$ cat src/rtl/fp_cvt_pkg.sv
// ============================================================================
// Module  : fp_cvt_pkg
// Brief   : Shared types for the float/int conversion units.
// Revision: 1.0  initial release
// ============================================================================
`default_nettype none

package fp_cvt_pkg;

  typedef enum logic [2:0] {
    RM_RNE = 3'd0,
    RM_RTZ = 3'd1,
    RM_RDN = 3'd2,
    RM_RUP = 3'd3,
    RM_RMM = 3'd4
  } rm_e;

  typedef enum logic [2:0] {
    FC_ZERO = 3'd0,
    FC_SUB  = 3'd1,
    FC_NORM = 3'd2,
    FC_INF  = 3'd3,
    FC_NAN  = 3'd4
  } fclass_e;

  typedef struct packed {
    logic nv;
    logic nx;
  } cvt_flags_t;

  localparam int CVT_DEF_INT_W = 32;
  localparam logic [CVT_DEF_INT_W-1:0] CVT_SMAX = {1'b0, {(CVT_DEF_INT_W-1){1'b1}}};
  localparam logic [CVT_DEF_INT_W-1:0] CVT_SMIN = {1'b1, {(CVT_DEF_INT_W-1){1'b0}}};
  localparam logic [CVT_DEF_INT_W-1:0] CVT_UMAX = {CVT_DEF_INT_W{1'b1}};

  // Reserved encodings 5-7 fall back to round-to-nearest-even.
  function automatic rm_e decode_rm(input logic [2:0] raw);
    case (raw)
      3'd1:    return RM_RTZ;
      3'd2:    return RM_RDN;
      3'd3:    return RM_RUP;
      3'd4:    return RM_RMM;
      default: return RM_RNE;
    endcase
  endfunction

endpackage

`default_nettype wire

$ cat src/rtl/fp_to_int_pipe_if.sv
// ============================================================================
// Module  : fp_to_int_pipe_if
// Brief   : Operand and result channels of the float-to-int converter.
// Revision: 1.0  initial release
// ============================================================================
`default_nettype none

interface fp_to_int_pipe_if #(
  parameter int EXP_W = 8,
  parameter int MAN_W = 23,
  parameter int INT_W = 32,
  parameter int TAG_W = 4
);
  logic                   in_valid;
  logic                   in_ready;
  logic [EXP_W+MAN_W:0]   in_f;
  logic                   in_unsigned;
  logic [2:0]             in_rm;
  logic [TAG_W-1:0]       in_tag;
  logic                   out_valid;
  logic                   out_ready;
  logic [INT_W-1:0]       out_int;
  logic                   out_nv;
  logic                   out_nx;
  logic [TAG_W-1:0]       out_tag;

  modport master (
    output in_valid, in_f, in_unsigned, in_rm, in_tag, out_ready,
    input  in_ready, out_valid, out_int, out_nv, out_nx, out_tag
  );

  modport slave (
    input  in_valid, in_f, in_unsigned, in_rm, in_tag, out_ready,
    output in_ready, out_valid, out_int, out_nv, out_nx, out_tag
  );
endinterface

`default_nettype wire

$ cat src/rtl/fp_round_incr.sv
// ============================================================================
// Module  : fp_round_incr
// Brief   : Rounding-increment decision from rm, sign, lsb, guard and sticky.
// Revision: 1.0  initial release
// ============================================================================
`default_nettype none

module fp_round_incr
  import fp_cvt_pkg::*;
(
  input  rm_e  i_rm,
  input  logic i_sign,
  input  logic i_lsb,
  input  logic i_guard,
  input  logic i_sticky,
  output logic o_incr,
  output logic o_inexact
);

  logic w_inexact;

  assign w_inexact = i_guard | i_sticky;
  assign o_inexact = w_inexact;

  always_comb begin
    o_incr = 1'b0;
    case (i_rm)
      RM_RNE:  o_incr = i_guard & (i_sticky | i_lsb);
      RM_RTZ:  o_incr = 1'b0;
      RM_RDN:  o_incr = i_sign & w_inexact;
      RM_RUP:  o_incr = ~i_sign & w_inexact;
      RM_RMM:  o_incr = i_guard;
      default: o_incr = i_guard & (i_sticky | i_lsb);
    endcase
  end

endmodule

`default_nettype wire

$ cat src/rtl/fp_to_int_pipe.sv
// ============================================================================
// Module  : fp_to_int_pipe
// Brief   : 3-stage IEEE-754 float to signed/unsigned integer converter.
// Revision: 1.0  initial release
// ============================================================================
`default_nettype none

module fp_to_int_pipe
  import fp_cvt_pkg::*;
#(
  parameter int EXP_W = 8,
  parameter int MAN_W = 23,
  parameter int INT_W = 32,
  parameter int TAG_W = 4
) (
  input  logic                 clk,
  input  logic                 rst_n,
  fp_to_int_pipe_if.slave      bus
);

  localparam int c_FB = MAN_W + 2;
  localparam int c_XW = INT_W + MAN_W + 3;
  localparam logic signed [EXP_W:0] c_BIAS = {2'b00, {(EXP_W-1){1'b1}}};
  localparam logic [INT_W-1:0] c_SMAX = {1'b0, {(INT_W-1){1'b1}}};
  localparam logic [INT_W-1:0] c_SMIN = {1'b1, {(INT_W-1){1'b0}}};
  localparam logic [INT_W-1:0] c_UMAX = {INT_W{1'b1}};
  localparam logic [INT_W+1:0] c_LIM_SPOS = {3'b000, {(INT_W-1){1'b1}}};
  localparam logic [INT_W+1:0] c_LIM_SNEG = {3'b001, {(INT_W-1){1'b0}}};
  localparam logic [INT_W+1:0] c_LIM_UPOS = {2'b00, {INT_W{1'b1}}};

  logic w_adv;
  assign w_adv       = ~bus.out_valid | bus.out_ready;
  assign bus.in_ready = w_adv;

  // ---------------- S1: unpack / classify ----------------
  logic [EXP_W-1:0]      w_exp;
  logic [EXP_W-1:0]      w_exp_eff;
  logic [MAN_W-1:0]      w_man;
  logic                  w_sign;
  logic signed [EXP_W:0] w_e_unb;
  fclass_e               w_class;

  assign w_exp     = bus.in_f[MAN_W +: EXP_W];
  assign w_man     = bus.in_f[MAN_W-1:0];
  assign w_sign    = bus.in_f[EXP_W+MAN_W];
  assign w_exp_eff = (w_exp == '0) ? {{(EXP_W-1){1'b0}}, 1'b1} : w_exp;
  assign w_e_unb   = $signed({1'b0, w_exp_eff}) - c_BIAS;

  always_comb begin
    w_class = FC_NORM;
    if (w_exp == '0)
      w_class = (w_man == '0) ? FC_ZERO : FC_SUB;
    else if (w_exp == '1)
      w_class = (w_man == '0) ? FC_INF : FC_NAN;
  end

  logic                  r_s1_valid;
  logic [TAG_W-1:0]      r_s1_tag;
  logic                  r_s1_uns;
  rm_e                   r_s1_rm;
  fclass_e               r_s1_class;
  logic                  r_s1_sign;
  logic signed [EXP_W:0] r_s1_exp;
  logic [MAN_W:0]        r_s1_sig;

  always_ff @(posedge clk or negedge rst_n) begin
    if (!rst_n) begin
      r_s1_valid <= 1'b0;
      r_s1_tag   <= '0;
      r_s1_uns   <= 1'b0;
      r_s1_rm    <= RM_RNE;
      r_s1_class <= FC_ZERO;
      r_s1_sign  <= 1'b0;
      r_s1_exp   <= '0;
      r_s1_sig   <= '0;
    end else if (w_adv) begin
      r_s1_valid <= bus.in_valid;
      r_s1_tag   <= bus.in_tag;
      r_s1_uns   <= bus.in_unsigned;
      r_s1_rm    <= decode_rm(bus.in_rm);
      r_s1_class <= w_class;
      r_s1_sign  <= w_sign;
      r_s1_exp   <= w_e_unb;
      r_s1_sig   <= {(w_class == FC_NORM), w_man};
    end
  end

  // ---------------- S2: align ----------------
  // Fixed point with c_FB fraction bits: shifting by E+2 puts the binary point at c_FB.
  int               w_e_int;
  int               w_sh;
  logic             w_ovf;
  logic             w_tiny;
  logic [c_XW-1:0]  w_x;
  logic [INT_W:0]   w_mag;
  logic             w_guard;
  logic             w_rs;

  assign w_e_int = int'(r_s1_exp);
  assign w_ovf   = (w_e_int >= INT_W + 1);
  assign w_tiny  = (w_e_int < -1);
  assign w_sh    = (w_ovf || w_tiny) ? 0 : w_e_int + 2;
  assign w_x     = {{(INT_W+2){1'b0}}, r_s1_sig} << w_sh;
  assign w_mag   = w_tiny ? '0 : w_x[c_XW-1:c_FB];
  assign w_guard = w_tiny ? 1'b0 : w_x[c_FB-1];
  assign w_rs    = w_tiny ? (|r_s1_sig) : (w_x[c_FB-2] | (|w_x[c_FB-3:0]));

  logic             r_s2_valid;
  logic [TAG_W-1:0] r_s2_tag;
  logic             r_s2_uns;
  rm_e              r_s2_rm;
  fclass_e          r_s2_class;
  logic             r_s2_sign;
  logic             r_s2_ovf;
  logic [INT_W:0]   r_s2_mag;
  logic             r_s2_guard;
  logic             r_s2_rs;

  always_ff @(posedge clk or negedge rst_n) begin
    if (!rst_n) begin
      r_s2_valid <= 1'b0;
      r_s2_tag   <= '0;
      r_s2_uns   <= 1'b0;
      r_s2_rm    <= RM_RNE;
      r_s2_class <= FC_ZERO;
      r_s2_sign  <= 1'b0;
      r_s2_ovf   <= 1'b0;
      r_s2_mag   <= '0;
      r_s2_guard <= 1'b0;
      r_s2_rs    <= 1'b0;
    end else if (w_adv) begin
      r_s2_valid <= r_s1_valid;
      r_s2_tag   <= r_s1_tag;
      r_s2_uns   <= r_s1_uns;
      r_s2_rm    <= r_s1_rm;
      r_s2_class <= r_s1_class;
      r_s2_sign  <= r_s1_sign;
      r_s2_ovf   <= w_ovf;
      r_s2_mag   <= w_mag;
      r_s2_guard <= w_guard;
      r_s2_rs    <= w_rs;
    end
  end

  // ---------------- S3: round / saturate ----------------
  logic             w_incr;
  logic             w_inexact;
  logic [INT_W+1:0] w_mag_r;
  logic [INT_W-1:0] w_sat;
  logic [INT_W-1:0] w_int;
  cvt_flags_t       w_flags;

  fp_round_incr u_round (
    .i_rm      (r_s2_rm),
    .i_sign    (r_s2_sign),
    .i_lsb     (r_s2_mag[0]),
    .i_guard   (r_s2_guard),
    .i_sticky  (r_s2_rs),
    .o_incr    (w_incr),
    .o_inexact (w_inexact)
  );

  assign w_mag_r = {1'b0, r_s2_mag} + {{(INT_W+1){1'b0}}, w_incr};
  assign w_sat   = r_s2_sign ? (r_s2_uns ? '0 : c_SMIN) : (r_s2_uns ? c_UMAX : c_SMAX);

  always_comb begin
    w_int   = '0;
    w_flags = '0;
    case (r_s2_class)
      FC_ZERO: w_int = '0;
      FC_NAN: begin
        w_int      = r_s2_uns ? c_UMAX : c_SMAX;
        w_flags.nv = 1'b1;
      end
      FC_INF: begin
        w_int      = w_sat;
        w_flags.nv = 1'b1;
      end
      default: begin
        if (r_s2_ovf
            || (r_s2_uns  && !r_s2_sign && (w_mag_r > c_LIM_UPOS))
            || (r_s2_uns  &&  r_s2_sign && (w_mag_r != '0))
            || (!r_s2_uns && !r_s2_sign && (w_mag_r > c_LIM_SPOS))
            || (!r_s2_uns &&  r_s2_sign && (w_mag_r > c_LIM_SNEG))) begin
          w_int      = w_sat;
          w_flags.nv = 1'b1;
        end else begin
          w_int      = (r_s2_sign && !r_s2_uns) ? ('0 - w_mag_r[INT_W-1:0]) : w_mag_r[INT_W-1:0];
          w_flags.nx = w_inexact;
        end
      end
    endcase
  end

  logic             r_out_valid;
  logic [INT_W-1:0] r_out_int;
  cvt_flags_t       r_out_flags;
  logic [TAG_W-1:0] r_out_tag;

  always_ff @(posedge clk or negedge rst_n) begin
    if (!rst_n) begin
      r_out_valid <= 1'b0;
      r_out_int   <= '0;
      r_out_flags <= '0;
      r_out_tag   <= '0;
    end else if (w_adv) begin
      r_out_valid <= r_s2_valid;
      r_out_int   <= w_int;
      r_out_flags <= w_flags;
      r_out_tag   <= r_s2_tag;
    end
  end

  assign bus.out_valid = r_out_valid;
  assign bus.out_int   = r_out_int;
  assign bus.out_nv    = r_out_flags.nv;
  assign bus.out_nx    = r_out_flags.nx;
  assign bus.out_tag   = r_out_tag;

endmodule

`default_nettype wire
$ cat src/flat_wrapper.sv
// flat-port wrapper written by rule: the top's interface ports become plain ports
module fp_to_int_pipe_flat import fp_cvt_pkg::*;
#(
  parameter int EXP_W = 8,
  parameter int MAN_W = 23,
  parameter int INT_W = 32,
  parameter int TAG_W = 4
)
  (clk, rst_n, bus_in_valid, bus_in_f, bus_in_unsigned, bus_in_rm, bus_in_tag, bus_out_ready, bus_in_ready, bus_out_valid, bus_out_int, bus_out_nv, bus_out_nx, bus_out_tag);
  fp_to_int_pipe_if #(.EXP_W(EXP_W), .MAN_W(MAN_W), .INT_W(INT_W), .TAG_W(TAG_W)) bus_i ();
  input  logic clk;
  input  logic rst_n;
  input wire logic [$bits(bus_i.in_valid)-1:0] bus_in_valid;
  input wire logic [$bits(bus_i.in_f)-1:0] bus_in_f;
  input wire logic [$bits(bus_i.in_unsigned)-1:0] bus_in_unsigned;
  input wire logic [$bits(bus_i.in_rm)-1:0] bus_in_rm;
  input wire logic [$bits(bus_i.in_tag)-1:0] bus_in_tag;
  input wire logic [$bits(bus_i.out_ready)-1:0] bus_out_ready;
  output wire logic [$bits(bus_i.in_ready)-1:0] bus_in_ready;
  output wire logic [$bits(bus_i.out_valid)-1:0] bus_out_valid;
  output wire logic [$bits(bus_i.out_int)-1:0] bus_out_int;
  output wire logic [$bits(bus_i.out_nv)-1:0] bus_out_nv;
  output wire logic [$bits(bus_i.out_nx)-1:0] bus_out_nx;
  output wire logic [$bits(bus_i.out_tag)-1:0] bus_out_tag;
  assign bus_i.in_valid = bus_in_valid;
  assign bus_i.in_f = bus_in_f;
  assign bus_i.in_unsigned = bus_in_unsigned;
  assign bus_i.in_rm = bus_in_rm;
  assign bus_i.in_tag = bus_in_tag;
  assign bus_i.out_ready = bus_out_ready;
  assign bus_in_ready = bus_i.in_ready;
  assign bus_out_valid = bus_i.out_valid;
  assign bus_out_int = bus_i.out_int;
  assign bus_out_nv = bus_i.out_nv;
  assign bus_out_nx = bus_i.out_nx;
  assign bus_out_tag = bus_i.out_tag;
  fp_to_int_pipe #(.EXP_W(EXP_W), .MAN_W(MAN_W), .INT_W(INT_W), .TAG_W(TAG_W)) u_core (.clk(clk), .rst_n(rst_n), .bus(bus_i));
endmodule
$ cat config.mk
export PLATFORM = sky130hd
export DESIGN_NAME = fp_to_int_pipe_flat
export DESIGN_NICKNAME = d
export VERILOG_FILES = /design/src/rtl/fp_cvt_pkg.sv /design/src/rtl/fp_to_int_pipe_if.sv /design/src/rtl/fp_round_incr.sv /design/src/rtl/fp_to_int_pipe.sv /design/src/flat_wrapper.sv
export SDC_FILE = /design/constraint.sdc
export NUM_CORES = 1
export LEC_CHECK = 0
export ABC_AREA = 1
export CAP_MARGIN = 30
export CORE_AREA = 4 4 151 153
export CTS_BUF_LIST = sky130_fd_sc_hd__clkbuf_8
export DETAILED_ROUTE_END_ITERATION = 10
export DIE_AREA = 0 0 155 157
export HOLD_SLACK_MARGIN = 0.06
export PLACE_DENSITY = 0.69
export SYNTH_ARGS = -nofsm -noshare
export SYNTH_HDL_FRONTEND = slang
export SYNTH_SLANG_ARGS = --single-unit
$ cat constraint.sdc
create_clock -name clk -period 4 [get_ports clk]
set_input_delay 0.8 -clock clk [delete_from_list [all_inputs] [get_ports clk]]
set_output_delay 0.8 -clock clk [all_outputs]
set_load 0.05 [all_outputs]
* Word-level counts from Yosys, hierarchy flattened *
Index checks and enable logic that the tools add are counted.

operators by class
  add/subtract/negate cells = 4
  eq/ne operators = 12
  reductions and logical operators = 23
  bitwise gates (word level) = 9
  order comparisons = 5
  muxes and demuxes = 21
  shift operators = 1

operators by type and width
  kind                                                         count
  two-way mux 32 bit                                           6
  case mux 32 bit (3 select lines)                             1
  > comparator 34 x 32 -> 1 bit (second input constant)        2
  left shift 24 x 32 -> 58 bit                                 1
  adder 33 x 1 -> 34 bit                                       1
  > comparator 34 x 31 -> 1 bit (second input constant)        1
  nonzero test 34 bit                                          1
  two-way mux 33 bit                                           1
  subtractor 1 x 32 -> 32 bit (first input constant)           1
  OR reduction 24 bit                                          1
  logical NOT 23 bit                                           1
  OR reduction 23 bit                                          1
  equality test 3 x 2 -> 1 bit (second input constant)         6
  case mux 3 bit (4 select lines)                              1
  adder 9 x 3 -> 10 bit (second input constant)                1
  equality test 3 bit (second input constant)                  3
  >= comparator 9 x 7 -> 1 bit (second input constant)         1
  less-than comparator 9 x 1 -> 1 bit (second input constant)  1
  two-way mux 3 bit                                            3
  subtractor 8 x 7 -> 9 bit (second input constant)            1
  equality test 8 bit (second input constant)                  1
  logical AND 1 bit                                            8
  logical NOT 8 bit                                            1
  two-way mux 8 bit                                            1
  12 further kinds                                             29

word-level totals
  output and inout bits = 40
  register bits = 134
  input bits = 44
  word-level logic and storage cells = 98

* Depth between registers and ports, before layout *
Gate-level depths: netlist of run 1.

  word-level depth = 12
  gate-level depth with buffers = 27
  depth with buffers taken out = 27

* Cells and area by module *
A second synthesis of run 1 with hierarchy kept.

unflattened totals
  cell total of the unflattened synthesis = 1509
  area total of the unflattened synthesis = 10007.1 µm²

modules (own cells, without submodules)
  module          sequential area each (µm²)  cells each  area an instance (µm²)  instances
  fp_to_int_pipe  3353.2                      1494        9940.8                  1
  fp_round_incr   0.0                         15          66.3                    1

* Worst setup path after synthesis of run 1 *
OpenSTA, ideal clock, no wires.

  kind = register to register
  start = register u_core.r_s2_rm[0]
  end = register u_core.r_out_int[11] (netlist: u_core.bus.out_int[11])
  data arrival time = 3.106 ns
  buffers on the path = 1
  clock period less this slack = 3.247 ns
  setup slack = 0.753 ns
  setup time = 0.141 ns
  required time = 3.859 ns
  stages on the path, launching flop included = 25
  cell sequence = dfrtp_1 o21ai_0 o311ai_0 o21ai_0 ha_1 ha_1 nand2_1 nor2_2 xor2_1 inv_1 nor2_1 nand2_2 nor2_4 nand2_2 nor2_2 nand2_2 nor2_4 nand2_2 o21ai_4 nand4_2 nand2_1 buf_4 nand2_1 nand2_1 a21oi_2

on the way
  cells in the longest elaborated chain, start to end = 11
  elaborated cells between the ends (all ways) = 22
  classes of those cells = add/sub: 2; order compare: 3; eq/ne: 4; mux: 4; reduce/logical: 9

RTL lines
  element                                      line                   RTL
  from (decl)                                  fp_to_int_pipe.sv:111  rm_e r_s2_rm;
  from (signal assigned)                       fp_to_int_pipe.sv:135  r_s2_rm <= r_s1_rm;
  equality test 3 bit (tied with other cells)  fp_round_incr.sv:27    case (i_rm)
  case mux 1 bit (4 select lines) *            fp_round_incr.sv:27
  adder 33 x 1 -> 34 bit *                     fp_to_int_pipe.sv:163  assign w_mag_r = {1'b0, r_s2_mag} + {{(INT_W+1){1'b0}}, w_incr};
  > comparator 34 x 32 -> 1 bit                fp_to_int_pipe.sv:181  || (r_s2_uns && !r_s2_sign && (w_mag_r > c_LIM_UPOS))
  logical AND 1 bit                            fp_to_int_pipe.sv:181
  logical OR 1 bit                             fp_to_int_pipe.sv:181
  logical OR 1 bit                             fp_to_int_pipe.sv:182  || (r_s2_uns && r_s2_sign && (w_mag_r != '0))
  logical OR 1 bit                             fp_to_int_pipe.sv:183  || (!r_s2_uns && !r_s2_sign && (w_mag_r > c_LIM_SPOS))
  logical OR 1 bit                             fp_to_int_pipe.sv:184  || (!r_s2_uns && r_s2_sign && (w_mag_r > c_LIM_SNEG))) begin
  two-way mux 32 bit *                         fp_to_int_pipe.sv:180  if (r_s2_ovf
  case mux 32 bit (3 select lines) *           fp_to_int_pipe.sv:169  case (r_s2_class)
  to (signal assigned)                         fp_to_int_pipe.sv:208  r_out_int <= w_int;
  to (decl)                                    fp_to_int_pipe.sv:196  logic [INT_W-1:0] r_out_int;

Every way passes the cells marked *; elsewhere a longest branch is shown, timed or not.
A chain may end at the register's enable or synchronous reset.

* Worst setup path in the final report of run 1 *
  start = register u_core.r_s2_rm[0]
  end = register u_core.r_out_int[25] (netlist: u_core.bus.out_int[25])

Same word-level chain as after synthesis.

==> impl_metrics.env, run 1 <==
export IMPL_outcome="finished, final reports clean"
export IMPL_switching_share_pct=52.66
export IMPL_clock_latency_ps=460
export IMPL_final_hold_viol_count=0
export IMPL_portBuffers=83
export IMPL_tightest_slew_ps=931.1
export IMPL_antenna_cells=0
export IMPL_syn_nets=1522
export IMPL_gp_congestion=1.005
export IMPL_cp_max_fo=31
export IMPL_rows=54
export IMPL_synth_area_leader_cell="dfrtp_1"
export IMPL_min_period_ps=3682
export IMPL_drc=0
export IMPL_fin_nets=1580
export IMPL_hold_path_class="in -> async"
export IMPL_grt_pass1_wl_um=47040
export IMPL_cp_start_kind="flip-flop"
export IMPL_p_seq_share_pct=24.4
export IMPL_p_switching_mw=4.650
export IMPL_htreeDepth=4
export IMPL_synth_avg_cell_area_um2=6.660
export IMPL_slew_headroom_pct=37.54
export IMPL_max_clock_freq_mhz=271.6
export IMPL_first_global_vias=9111
export IMPL_setup_tns_final_ps=0
export IMPL_synth_distinct_cells=48
export IMPL_die_h_um=157
export IMPL_initial_core_util_pct=45.36
export IMPL_cts_buffers=17
export IMPL_vias=9933
export IMPL_cts_root_buffer="clkbuf_8"
export IMPL_worstPathArrival_ps=4030
export IMPL_fin_worst_skew_ps=18.57
export IMPL_syn_inst=1468
export IMPL_drtIter0Drc=977
export IMPL_worstPathRequired_ps=4350
export IMPL_netlist_top_cells_area="dfrtp_1 (34%), nand2_1 (16%), nand3_1 (11%)"
export IMPL_ys_seq_area_share_pct=34.30
export IMPL_multi_input_area_mm2=0.005693
export IMPL_dp_hpwl_um=21230
export IMPL_setup_viol=0
export IMPL_die_w_um=155
export IMPL_antenna_found_initial=0
export IMPL_final_max_slew_viol_count=0
export IMPL_worstSetupPathType="reg -> reg"
export IMPL_cts_tree="built"
export IMPL_synth_seq_cells=134
export IMPL_ff_latch_area_mm2=0.003353
export IMPL_grt_max_degree=124
export IMPL_cts_hold_buf=0
export IMPL_area_growth_pct=16.92
export IMPL_clkTransAtPathRegs_ps=100
export IMPL_pin_count=84
export IMPL_clock_path_buffers=2
export IMPL_cap_violations=0
export IMPL_overflow=0
export IMPL_synthFlopType="dfrtp_1"
export IMPL_viasPerCell=5.461
export IMPL_power_internal_mw=4.180
export IMPL_track_usage_pct=23.74
export IMPL_drive_gt1_share_pct=9.227
export IMPL_ys_async_sr_fraction_pct=100.0
export IMPL_synth_top_area_share_pct=34.30
export IMPL_drtAntennaViolNets=0
export IMPL_dieArea_mm2=0.02434
export IMPL_fillers=2167
export IMPL_syn_area_mm2=0.009777
export IMPL_peakVddDrop_v=0.0007340
export IMPL_dr_pass1_iters=5
export IMPL_power_leakage_nw=5.407
export IMPL_post_route_util_pct=53.04
export IMPL_wirelength_um=28640
export IMPL_core_area_mm2=0.02155
export IMPL_p_per_area_mw_per_mm2=772.5
export IMPL_synth_edf_count=0
export IMPL_fin_crit_sh_pct=92.04
export IMPL_reg2reg_depth=23
export IMPL_endpoint_kind="flip-flop"
export IMPL_pwr_share_comb_pct=61.4
export IMPL_yosys_warnings=0
export IMPL_pwr_share_clk_pct=14.2
export IMPL_cts_sinks=134
export IMPL_wire_per_inst_um=15.74
## critical path: stages, from the launching register on
cell      delay, ps
dfrtp_1         410
o21ai_0         150
o311ai_0        120
o21ai_0         110
ha_2            230
buf_4           110
nand3_2         160
nor3_4          300
buf_4           170
xor2_2          230
nand2_2         120
nor2_4          110
nand2_2          90
nor2_2           90
nand2_2          80
nor2_4          120
nand2_2         100
o21ai_4         180
nand4_2         150
nand2_1         130
buf_12          180
nand2_1          70
nand2_1          70
a21oi_2          70
## metrics by stage
stage          cell area [µm²]  cells  setup WS [ps]  power (mW)  hold WS, ps
3_3_place_gp             10860   1781          169.3       7.477        456.5
3_5_place_dp             10880   1782          102.6       7.523        454.6
6_report                 11430   1819          318.2       8.830        404.6
5_1_grt                  11430   1819         -16.35       9.564        463.1
4_1_cts                  11320   1814          78.20       8.810        428.3
2_1_floorplan             9777   1468          752.9       6.082        440.0
## Yosys cell counts (2+ instances only)
| master | count |
|---|---|
| and3_1 | 2 |
| nor4_1 | 9 |
| buf_6 | 6 |
| dfrtp_1 | 134 |
| o21ai_1 | 2 |
| inv_2 | 4 |
| nand2_2 | 5 |
| buf_2 | 4 |
| xnor2_1 | 16 |
| clkinv_1 | 3 |
| o22ai_1 | 7 |
| nor3_2 | 2 |
| nand4_1 | 22 |
| o21ai_0 | 106 |
| nor2_4 | 3 |
| buf_4 | 3 |
| nor3b_1 | 2 |
| ha_1 | 10 |
| buf_1 | 9 |
| nand2_1 | 424 |
| a31oi_1 | 9 |
| xor2_2 | 3 |
| a22o_1 | 5 |
| nor2_1 | 134 |
| inv_1 | 123 |
| a21oi_2 | 29 |
| a21oi_1 | 30 |
| clkbuf_1 | 51 |
| nor2_2 | 9 |
| nor3_1 | 16 |
| nand3_1 | 224 |
| or2_2 | 5 |
| o211ai_1 | 5 |
| xor2_1 | 38 |
## layout make-up
| cell class | instances | area share, % |
|---|---|---|
| multi-input cells | 1131 | 49.80 |
| flip-flops and latches | 134 | 29.33 |
| repair buffers | 112 | 9.709 |
| inverters | 130 | 4.280 |
| well taps | 280 | 3.065 |
| clock buffers | 17 | 2.047 |
| clock inverters | 15 | 1.762 |
## routing by layer
| metal | vias to the layer above | GRT usage, % | part of all wire [%] |
|---|---|---|---|
| li1 | 4923 | - | - |
| met1 | 4581 | 34.67 | 45 |
| met2 | 392 | 37.48 | 46 |
| met3 | 37 | 3.052 | 7.4 |
| met4 | 0 | 6.056 | 1.8 |
| met5 | - | 0 | 0 |
## logic make-up (layout without fill, tap and decap cells)
family                   Yosys count  in the layout  synth area share [%]
buffers and inverters            203            274                 8.421
XOR/XNOR                          57             57                 5.337
AO/OA/AOI/OAI                    201            201                 12.31
flip-flops                       134            134                 34.30
adder cells (fa/ha/maj)           10             10                 1.280
AND/OR/NAND/NOR                  863            863                 38.35
## worst paths after layout
kind	startpoint	end	slack [ps]
setup / recovery	u_core.r_s2_rm[0]$_DFFE_PN0P_	u_core.bus.out_int[25]$_DFFE_PN0P_	320
hold / removal	rst_n	u_core.r_s1_sig[9]$_DFFE_PN0P_	400
setup reg to reg	u_core.r_s2_rm[0]$_DFFE_PN0P_	u_core.bus.out_int[25]$_DFFE_PN0P_	320
hold reg to reg	u_core.r_s2_valid$_DFFE_PN0P_	u_core.bus.out_valid$_DFFE_PN0P_	480
max in group asynchronous	rst_n	u_core.r_s2_mag[6]$_DFFE_PN0P_	2780
min in group clk	u_core.r_s2_valid$_DFFE_PN0P_	u_core.bus.out_valid$_DFFE_PN0P_	480
## power groups by stage
stage / sequential (mW) / combinational (mW) / clock (mW)
finish: 2.16 / 5.42 / 1.25
global route: 2.21 / 6.00 / 1.35
CTS: 2.15 / 5.37 / 1.29
detailed placement: 2.17 / 5.35 / 0
global placement: 2.17 / 5.31 / 0
floorplan: 2.74 / 3.34 / 0
## sequential cells by signal (all words and copies together) (netlist names), 3 cells and up
signal and cells:
u_core.r_s1_tag 4, u_core.bus.out_tag 4, u_core.r_s2_rm 3, u_core.bus.out_int 32, u_core.r_s2_class 3, u_core.r_s1_class 3, u_core.r_s1_exp 9, u_core.r_s2_tag 4
u_core.r_s2_mag 33, u_core.r_s1_rm 3, u_core.r_s1_sig 24
## placed cells by master (no fill, tap or decap), types with 3 or more instances in the layout
cell             count
xor2_2               9
o22ai_1              7
buf_4               25
ha_1                 8
a22o_1               5
o211ai_1             5
clkbuf_8            17
xnor2_1             15
nor3_1              15
a21oi_2             29
nand4_1             22
a31oi_1              8
xor2_1              32
inv_1              123
o21ai_0            106
buf_12               5
nor2_4               5
clkdlybuf4s50_1     81
inv_2                4
nor2_1             131
nand2_2              5
nor2_2              10
inv_8                6
nand2_1            424
inv_6                3
or2_2                5
nor4_1               9
nand3_1            224
a21oi_1             30
dfrtp_1            134
## repair_timing
| item | in CTS | in global routing |
|---|---|---|
| endpoints found under the hold margin | 0 | 0 |
| setup endpoints to repair | 0 | 33 |
| resized for setup | 0 | 13 |
| setup buffers | 0 | 5 |
No activity file was read; power rests on OpenSTA's default activity.
==> run 2, diff against run 1 <==
- CTS_BUF_LIST: sky130_fd_sc_hd__clkbuf_8 -> sky130_fd_sc_hd__clkbuf_4
- PLACE_DENSITY: 0.69 -> 0.71
==> run 2 against run 1 <==
Effect of this change:
- wire length is 0.95% lower
- combinational power hardly changed
- utilization decreased by 0.18 points
- hold slack lost 190 ps
- sequential power about the same
- cell count up 0.49%
- register-to-register slack barely moved
- first-iteration DRC count shrank 22%
- critical endpoint is now u_core.bus.out_int[12]$_DFFE_PN0P_
==> impl_metrics.env, run 2 (synthesized netlist as in run 1, its figures left out) <==
export IMPL_outcome="finished, final reports clean"
export IMPL_grt_max_degree=96
export IMPL_finalPower_mw=8.578
export IMPL_layout_common_cells="nand2_1 (424), nand3_1 (224), dfrtp_1 (134), nor2_1 (130), inv_1 (123)"
export IMPL_place_inst=1786
export IMPL_dp_hpwl_um=21540
export IMPL_overflow=0
export IMPL_reg2reg_depth=24
export IMPL_startpoint="u_core.r_s2_rs$_DFFE_PN0P_"
export IMPL_setup_viol=0
export IMPL_cts_sinks=134
export IMPL_wirelength_um=28370
export IMPL_viasPerCell=5.360
export IMPL_final_hold_viol_count=0
export IMPL_first_global_vias=9090
export IMPL_tightest_slew_ps=954.4
export IMPL_fin_nets=1587
export IMPL_dieArea_mm2=0.02434
export IMPL_fin_crit_sh_pct=92.41
export IMPL_area_growth_pct=16.52
export IMPL_r2r_start="u_core.r_s2_rs$_DFFE_PN0P_"
export IMPL_dpl_cell_area_mm2=0.01087
export IMPL_rows=54
export IMPL_cts_root_buffer="clkbuf_4"
export IMPL_final_max_slew_viol_count=0
export IMPL_fin_worst_skew_ps=34.73
export IMPL_multi_input_area_mm2=0.005746
export IMPL_pin_count=84
export IMPL_cts_buffers=17
export IMPL_core_area_mm2=0.02155
export IMPL_portBuffers=83
export IMPL_final_area_mm2=0.01139
export IMPL_dr_pass1_iters=5
export IMPL_gp_congestion=0.9434
export IMPL_cap_violations=0
export IMPL_worstPathRequired_ps=4430
export IMPL_rr_endpoint="u_core.bus.out_int[12]$_DFFE_PN0P_"
export IMPL_hold_path_class="in -> async"
export IMPL_track_usage_pct=23.28
export IMPL_peakVddDrop_v=0.0004511
export IMPL_drtIter0Drc=759
export IMPL_slew_headroom_pct=35.98
export IMPL_stdcell_count=1828
export IMPL_top_register="u_core.r_s2_mag"
export IMPL_clock_path_buffers=2
export IMPL_cts_tree="built"
export IMPL_wire_per_inst_um=15.52
export IMPL_die_h_um=157
export IMPL_min_period_ps=3696
export IMPL_worstPathArrival_ps=4130
export IMPL_power_leakage_nw=5.370
export IMPL_cts_hold_buf=0
export IMPL_fillers=2183
export IMPL_drtAntennaViolNets=0
export IMPL_initial_core_util_pct=45.36
export IMPL_clock_latency_ps=560
export IMPL_max_clock_freq_mhz=270.5
export IMPL_drc=0
export IMPL_largest_reg_flops=33
export IMPL_htreeDepth=4
export IMPL_worstSetupPathType="reg -> reg"
export IMPL_antenna_found_initial=1
export IMPL_endpoint_kind="flip-flop"
export IMPL_clkTransAtPathRegs_ps=150
export IMPL_vias=9798
export IMPL_grt_pass1_wl_um=46130
export IMPL_p_per_area_mw_per_mm2=753.0
export IMPL_drive_gt1_share_pct=9.897
export IMPL_cp_start_kind="flip-flop"
export IMPL_r2r_setup_slack_ps=300
export IMPL_final_common_cell="nand2_1"
export IMPL_cp_max_fo=31
export IMPL_ff_latch_area_mm2=0.003353
export IMPL_die_w_um=155
[run 2: cell types whose count changed in the layout (fill, tap and decap cells not counted), sizes merged]
| cell | change |
|---|---|
| clkinvlp | +1 |
| bufinv | -1 |
| buf | +7 |
| diode | +2 |
[run 2: what timing repair did]
item / CTS / global route
setup buffers: 0 / 7
pin swaps: 0 / 6
endpoints found under the setup margin: 31 / 33
gates resized for setup: 2 / 21
cloned: 0 / 0
endpoints found under the hold margin: 0 / 0
[run 2: layer usage]
| layer | routed length (µm) | part of all wire [%] | track usage (%) | vias to the layer above |
|---|---|---|---|---|
| met5 | 0 | 0 | 0 | - |
| met4 | 534 | 1.9 | 6.140 | 0 |
| met3 | 1807 | 6.4 | 3.492 | 43 |
| met2 | 12880 | 45 | 36.78 | 322 |
| met1 | 13150 | 46 | 33.55 | 4492 |
| li1 | - | - | - | 4941 |
[run 2: layout make-up]
cell class	count	share of cell area, %
multi-input cells	1131	50.43
flip-flops and latches	134	29.43
repair buffers	119	10.05
inverters	130	4.294
well taps	280	3.075
clock inverters	15	1.549
clock buffers	17	1.120
diodes	2	0.04393
[run 2: how the worst max path moves through the flow]
stage,end,slack [ps]
finish,u_core.bus.out_int[12]$_DFFE_PN0P_,300
CTS,u_core.bus.out_int[28]$_DFFE_PN0P_,40
global route,u_core.bus.out_int[28]$_DFFE_PN0P_,-30
floorplan,u_core.bus.out_int[11]$_DFFE_PN0P_,750
detailed placement,u_core.bus.out_int[28]$_DFFE_PN0P_,-60
global placement,u_core.bus.out_int[29]$_DFFE_PN0P_,110
[run 2: worst max-delay path, stage by stage (launching register included)]
cell and delay (ps):
dfrtp_1 410, o21ai_0 110, o21ai_1 100, o311ai_1 120, o21ai_0 100, ha_2 210
buf_4 160, nand3_4 130, inv_1 80, nand2_1 160, nor2_1 240, xor2_1 170
buf_4 160, nand2_1 80, nor2_2 160, nand2_2 100, nor2_4 120, nand2_2 100
o21ai_4 180, nand4_2 160, nand2_1 140, buf_12 180, nand2_1 70, nand2_1 70
a21oi_2 70
[run 2: power breakdown]
group	leakage, nW	total, mW	internal, mW	switching [mW]
Combinational	3.53	5.45	1.81	3.64
Sequential	1.68	2.15	1.79	0.368
Clock	0.155	0.977	0.346	0.631
[run 2: metrics by stage]
stage                     TNS, ps  util (%)  setup slack, ps  hold slack (ps)
after global placement          0     50.45            108.5            450.8
after floorplan                 0         -            752.9            440.0
after detailed placement    -1578     50.45           -64.15            460.7
after global routing       -99.88     52.86           -25.51            221.4
after CTS                       0     51.90            44.64            318.2
final                           0     52.86            303.6            219.0
